File: src/rtl/fsm.sv
// Datapath sequencer control FSM. It maps the current state, the instruction
// opcode and the new-instruction strobe to the next state and the busy/done flags.
module fsm (
  input  logic        clk,
  input  logic        resetn,
  input  logic [4:0]  cur,
  input  logic [24:0] func,
  input  logic        new_func,
  output logic [4:0]  next,
  output logic [4:0]  state,
  output logic        busy,
  output logic        done
);

  typedef enum logic [4:0] {
    S_WAIT   = 5'b00000,
    S_DECODE = 5'b00001,
    S_LOAD   = 5'b00010,
    S_MOVE   = 5'b00011,
    S_ADD1   = 5'b00100,
    S_ADD2   = 5'b00101,
    S_ADD3   = 5'b00110,
    S_XOR1   = 5'b00111,
    S_XOR2   = 5'b01000,
    S_XOR3   = 5'b01001
  } state_t;

  typedef enum logic [2:0] {
    OP_LOAD = 3'b000,
    OP_MOVE = 3'b001,
    OP_ADD  = 3'b010,
    OP_XOR  = 3'b011
  } opcode_t;

  // new_func is a level-sensitive strobe: it is only looked at while cur is WAIT,
  // and every cycle it is high there starts a decode (no edge detection).
  logic [2:0] opcode;
  logic       operand_unused;
  state_t     next_s;

  assign opcode         = func[24:22];
  assign operand_unused = ^func[21:0];

  always_comb begin
    next_s = S_WAIT;
    busy   = 1'b0;
    done   = 1'b0;
    case (cur)
      S_WAIT: begin
        if (new_func) next_s = S_DECODE;
      end
      S_DECODE: begin
        case (opcode)
          OP_LOAD: next_s = S_LOAD;
          OP_MOVE: next_s = S_MOVE;
          OP_ADD:  next_s = S_ADD1;
          OP_XOR:  next_s = S_XOR1;
          default: next_s = S_WAIT;
        endcase
      end
      S_LOAD, S_MOVE: begin
        busy = 1'b1;
        done = 1'b1;
      end
      S_ADD1: begin
        busy   = 1'b1;
        next_s = S_ADD2;
      end
      S_ADD2: begin
        busy   = 1'b1;
        next_s = S_ADD3;
      end
      S_ADD3: begin
        busy = 1'b1;
        done = 1'b1;
      end
      S_XOR1: begin
        busy   = 1'b1;
        next_s = S_XOR2;
      end
      S_XOR2: begin
        busy   = 1'b1;
        next_s = S_XOR3;
      end
      S_XOR3: begin
        busy = 1'b1;
        done = 1'b1;
      end
      // Illegal encodings fall back to WAIT with both flags low.
      default: next_s = S_WAIT;
    endcase
  end

  assign next = next_s;

  always_ff @(posedge clk) begin
    if (!resetn) state <= S_WAIT;
    else         state <= next;
  end

endmodule

File: config.mk
export PLATFORM = sky130hd
export DESIGN_NAME = fsm
export DESIGN_NICKNAME = d
export VERILOG_FILES = /design/src/rtl/fsm.sv
export SDC_FILE = /design/constraint.sdc
export NUM_CORES = 1
export LEC_CHECK = 0
export ABC_CLOCK_PERIOD_IN_PS = 2380
export BUFFER_PORTS_ARGS = -buffer_cell sky130_fd_sc_hd__buf_2
export CAP_MARGIN = 15
export CELL_PAD_IN_SITES_DETAIL_PLACEMENT = 1
export CELL_PAD_IN_SITES_GLOBAL_PLACEMENT = 2
export CORE_UTILIZATION = 12
export DETAILED_ROUTE_END_ITERATION = 16
export HOLD_SLACK_MARGIN = 0.02
export PLACE_DENSITY_LB_ADDON = 0.1
export SYNTH_ARGS = -nofsm -noshare
export SYNTH_HDL_FRONTEND = slang
export SYNTH_SLANG_ARGS = --single-unit
File: constraint.sdc
create_clock -name clk -period 2.38 [get_ports clk]
set_input_delay 0.714 -clock clk [delete_from_list [all_inputs] [get_ports clk]]
set_output_delay 0.714 -clock clk [all_outputs]
set_load 0.1 [all_outputs]
Yosys cells after proc, flatten, opt, wreduce, memory -nomap -nowiden

Index checks and enable logic that the tools add are counted.

Register bits: 5
Output and inout bits: 12
Word-level logic and storage cells: 22

Equal/unequal tests: 12
Mux-type cells: 5
Reductions and logical operators: 4

Operator list:

| kind                                                | number |
|---|---|
| case mux 4 bit (6 select lines)                     | 1 |
| equality test 5 x 3 -> 1 bit, second input constant | 4 |
| case mux 3 bit (4 select lines)                     | 1 |
| equality test 5 x 2 -> 1 bit, second input constant | 2 |
| equality test 5 x 4 -> 1 bit, second input constant | 2 |
| OR reduction 8 bit                                  | 1 |
| equality test 3 x 2 -> 1 bit, second input constant | 2 |
| equality test 5 x 1 -> 1 bit, second input constant | 1 |
| logical NOT 5 bit                                   | 1 |
| OR reduction 4 bit                                  | 1 |
| equality test 3 x 1 -> 1 bit, second input constant | 1 |
| logical NOT 3 bit                                   | 1 |
| 2-to-1 mux 1 bit                                    | 3 |

Longest topological paths before layout

Depth in word-level cells: 3
Depth in mapped cells: 4

Worst setup path before layout

No wires, ideal clock.

Path type: input to output
Start point: input cur[2]
End point: output done
Arrival time: 2.350 ns
Path slack: -0.684 ns
Stages: 4
Buffers on the path: 1
Cells stage by stage: buf_6 -> nor2_1 -> a32oi_1 -> nor2_1

Cells in the longest elaborated chain, start to end: 3
Elaborated cells between the ends (all ways): 6
Classes of those cells: 4 x eq/ne; 1 x mux; 1 x reduce/logical

Ends and longest elaborated chain:

| element                                              | RTL line | source |
|---|---|---|
| start, declared                                      | 6        | `input logic [4:0] cur,` |
| equality test 5 x 4 -> 1 bit (tied with other cells) | 48       | `case (cur)` |
| OR reduction 4 bit (no source line) *                | -        |  |
| 2-to-1 mux 1 bit *                                   | 48       |  |
| end, declared                                        | 12       | `output logic done` |

Every way passes the cells marked *; elsewhere a longest branch is shown, timed or not.

Worst setup path in the final report

Start point: input cur[1]
End point: output next[2]

Cells in the longest elaborated chain, start to end: 2
Elaborated cells between the ends (all ways): 7
Classes of those cells: 5 x eq/ne; 1 x mux; 1 x reduce/logical

Ends and longest elaborated chain:

| element                                              | RTL line | source |
|---|---|---|
| equality test 5 x 4 -> 1 bit (tied with other cells) | 48       |  |
| case mux 4 bit (6 select lines) *                    | 48       |  |
| end, declared                                        | 9        | `output logic [4:0] next,` |

Marked as above.

==> results.md <==
- CP Launch Point: cur[1]
- Class of the tightest hold or removal check: primary input to flop
- Areal power density over the cells: 413 mW/mm^2
- Number of rows in the core area: 18
- # DRC: 0
- Sinks on the clock net: 4
- Fin cells: 96
- Number of buffers created by CTS: 3
- Outcome: finished with violations
- Most frequent cells after synthesis: dfxtp_1, nor2_1
- Routed wire length per instance: 11.2 um
- Via count normalized by instance count: 3.85
- CTS tree: built
- Final setup violation count: 5
- Worst Setup Slack post-DPL: -0.150 ns
- Count of nets left with antenna violations after detail routing: 0
- CP Max Fanout: 6
- Largest cells by area after synthesis: dfxtp_1, nor4b_4, nor4b_1
- Pin count of the biggest net entering global routing: 9
- Register name with the most flops: state
- Cell at the root of the clock tree: clkbuf_4
- Die Wd: 54.0 um
- EDFF count, synth: 0
- Post-synthesis cell type with the largest combined area: dfxtp_1
- Placed cell count: 92
- Post-route cell area: 696 sq um
- Crit Path Class: primary input to primary output
- Multi-input gate area in the final layout: 258 sq um
- Flip-flop cell with the highest count after synthesis: dfxtp_1
- Number of antenna violations at the first check in global routing: 0
- Total global routing overflow: 0
- Post-Syn Instances: 36
- Failing checks: setup timing
- Post-Route WL: 1.07 mm
- Core ar.: 0.00252 sq mm
- IO Pins: 45
- Synth Area per Inst: 9.00 sq um
- Clock tree buffer depth: 2
- Tmin final: 2.49 ns
- # nets final: 101
- Wire length of the first global-routing pass: 1.73 mm
- Clock input transition at the sequential cells of the worst setup and hold paths: 0.03 ns
- Launching element type of the critical path: primary input
- Worst Path Arrival: 1.77 ns
- Layout Area Growth over Synthesis: 115%
- RSZ-0062 raised after global routing: true
- Number of optimization iterations in the first detailed-route pass: 2
- Routed vias: 370
- Number of max-cap violations: 0
- RePlAce Congestion: 0.622
- Share of flip-flops with an asynchronous set or reset: 0
- CTS H-Tree Depth: 1
- Post-DP Area: 631 sq um
- Worst EP required: 1.67 ns
- Area occupied by registers: 80.1 sq um
- Sequential cell area fraction in the yosys report: 0.247
- GRT Resource Usage Total: 0.0845
- Flip-flop count of the largest register after layout: 4
- Area of the die: 0.00291 sq mm
- Peak supply drop: 0.000147 V
- Leakage power: 0.000316 uW
- Yosys reg bits: 4
- DRC violation total after the first TritonRoute iteration: 2
- Final worst setup slack: -0.108 ns
- Yosys warning total: 0
- Post-route clock period utilization: 1.05
- Cell with the most instances after synthesis: dfxtp_1
- Min-Delay Startpoint: resetn
- Slew Viols, Final: 0
- Share of Yosys cell area claimed by the top area cell type: 0.247
- Hold violation total from the final report: 0
- Largest regs: state x4
- Mapped Area: 324 sq um
- Final total negative setup slack: -0.314 ns
- N_diodes: 0
- FMAX: 402 MHz
- Total half-perimeter wirelength after legalization and detailed placement: 856 um
- Die extent in y: 54.0 um
- Count of cell types in the netlist: 26
- Share of post-route cells with drive strength above 1: 0.652
- Vias in the first global route: 378
- Total of buffers placed on input and output ports: 20
- Filler Cells Inserted: 305
- Kind of capture point of the worst setup path: primary output
- Starting density of the core: 0.128
- Post-route worst hold slack: 0.770 ns
where the power goes:
group,switching [uW],total (uW),leakage (uW),internal (uW)
logic,86.5,135,0.000270,48.6
registers,0.214,68.9,0.0000324,68.7
clock network,27.2,83.6,0.0000138,56.4
worst paths after layout:
kind,slack (ns),cells past startpoint,end
max,-0.11,7,next[2]
min,0.77,2,state[3]$_SDFF_PN0_
cells by family after synthesis:
| kind of cell | after synthesis | synth area share |
|---|---|---|
| buffers and inverters | 5 | 0.108 |
| XOR/XNOR | 1 | 0.0270 |
| flip-flops | 4 | 0.247 |
| AO/OA/AOI/OAI | 10 | 0.247 |
| other | 1 | 0.0116 |
| AND/OR/NAND/NOR | 15 | 0.359 |
worst max-delay path, stage by stage:
cell	delay, ns
buf_8	0.10
buf_4	0.12
buf_4	0.14
nor4b_1	0.27
buf_4	0.17
a21o_4	0.09
buf_12	0.16
cell usage in the layout, fill, tap and decap left out, types with 2 or more instances in the layout:
master / count
buf_4: 10
buf_12: 6
nor4b_1: 2
nor3_1: 2
conb_1: 2
dfxtp_1: 4
clkbuf_4: 3
a21oi_1: 2
buf_2: 10
buf_6: 3
and2_1: 2
routing by layer:
layer  up-vias  routed length, um  global-route usage
li1        192                  -                   -
met1       167                505               0.106
met2        11                530               0.136
met3         0                 35                   0
met4         0                  0              0.0658
met5         -                  0                   0
cell type report:
type / instances / share of cell area
multi-input combinational: 28 / 0.371
inverter: 1 / 0.00540
clock buffer: 3 / 0.0324
sequential: 4 / 0.115
tap: 30 / 0.0540
timing repair buffer: 30 / 0.423
stage by stage:
| stage | utilization | total power, uW |
|---|---|---|
| CTS | 0.272 | 293 |
| finish | 0.276 | 288 |
| floorplan | - | 155 |
| global placement | 0.250 | 199 |
| global route | 0.276 | 304 |
| detailed placement | 0.250 | 199 |
timing repair:
| item | CTS | global route |
|---|---|---|
| pin swaps | 4 | 3 |
| setup buffers | 1 | 1 |
| gates resized for setup | 6 | 2 |
| endpoints found under the setup margin | 3 | 4 |
| hold buffers | 0 | 0 |
No activity file was read; power rests on OpenSTA's default activity.
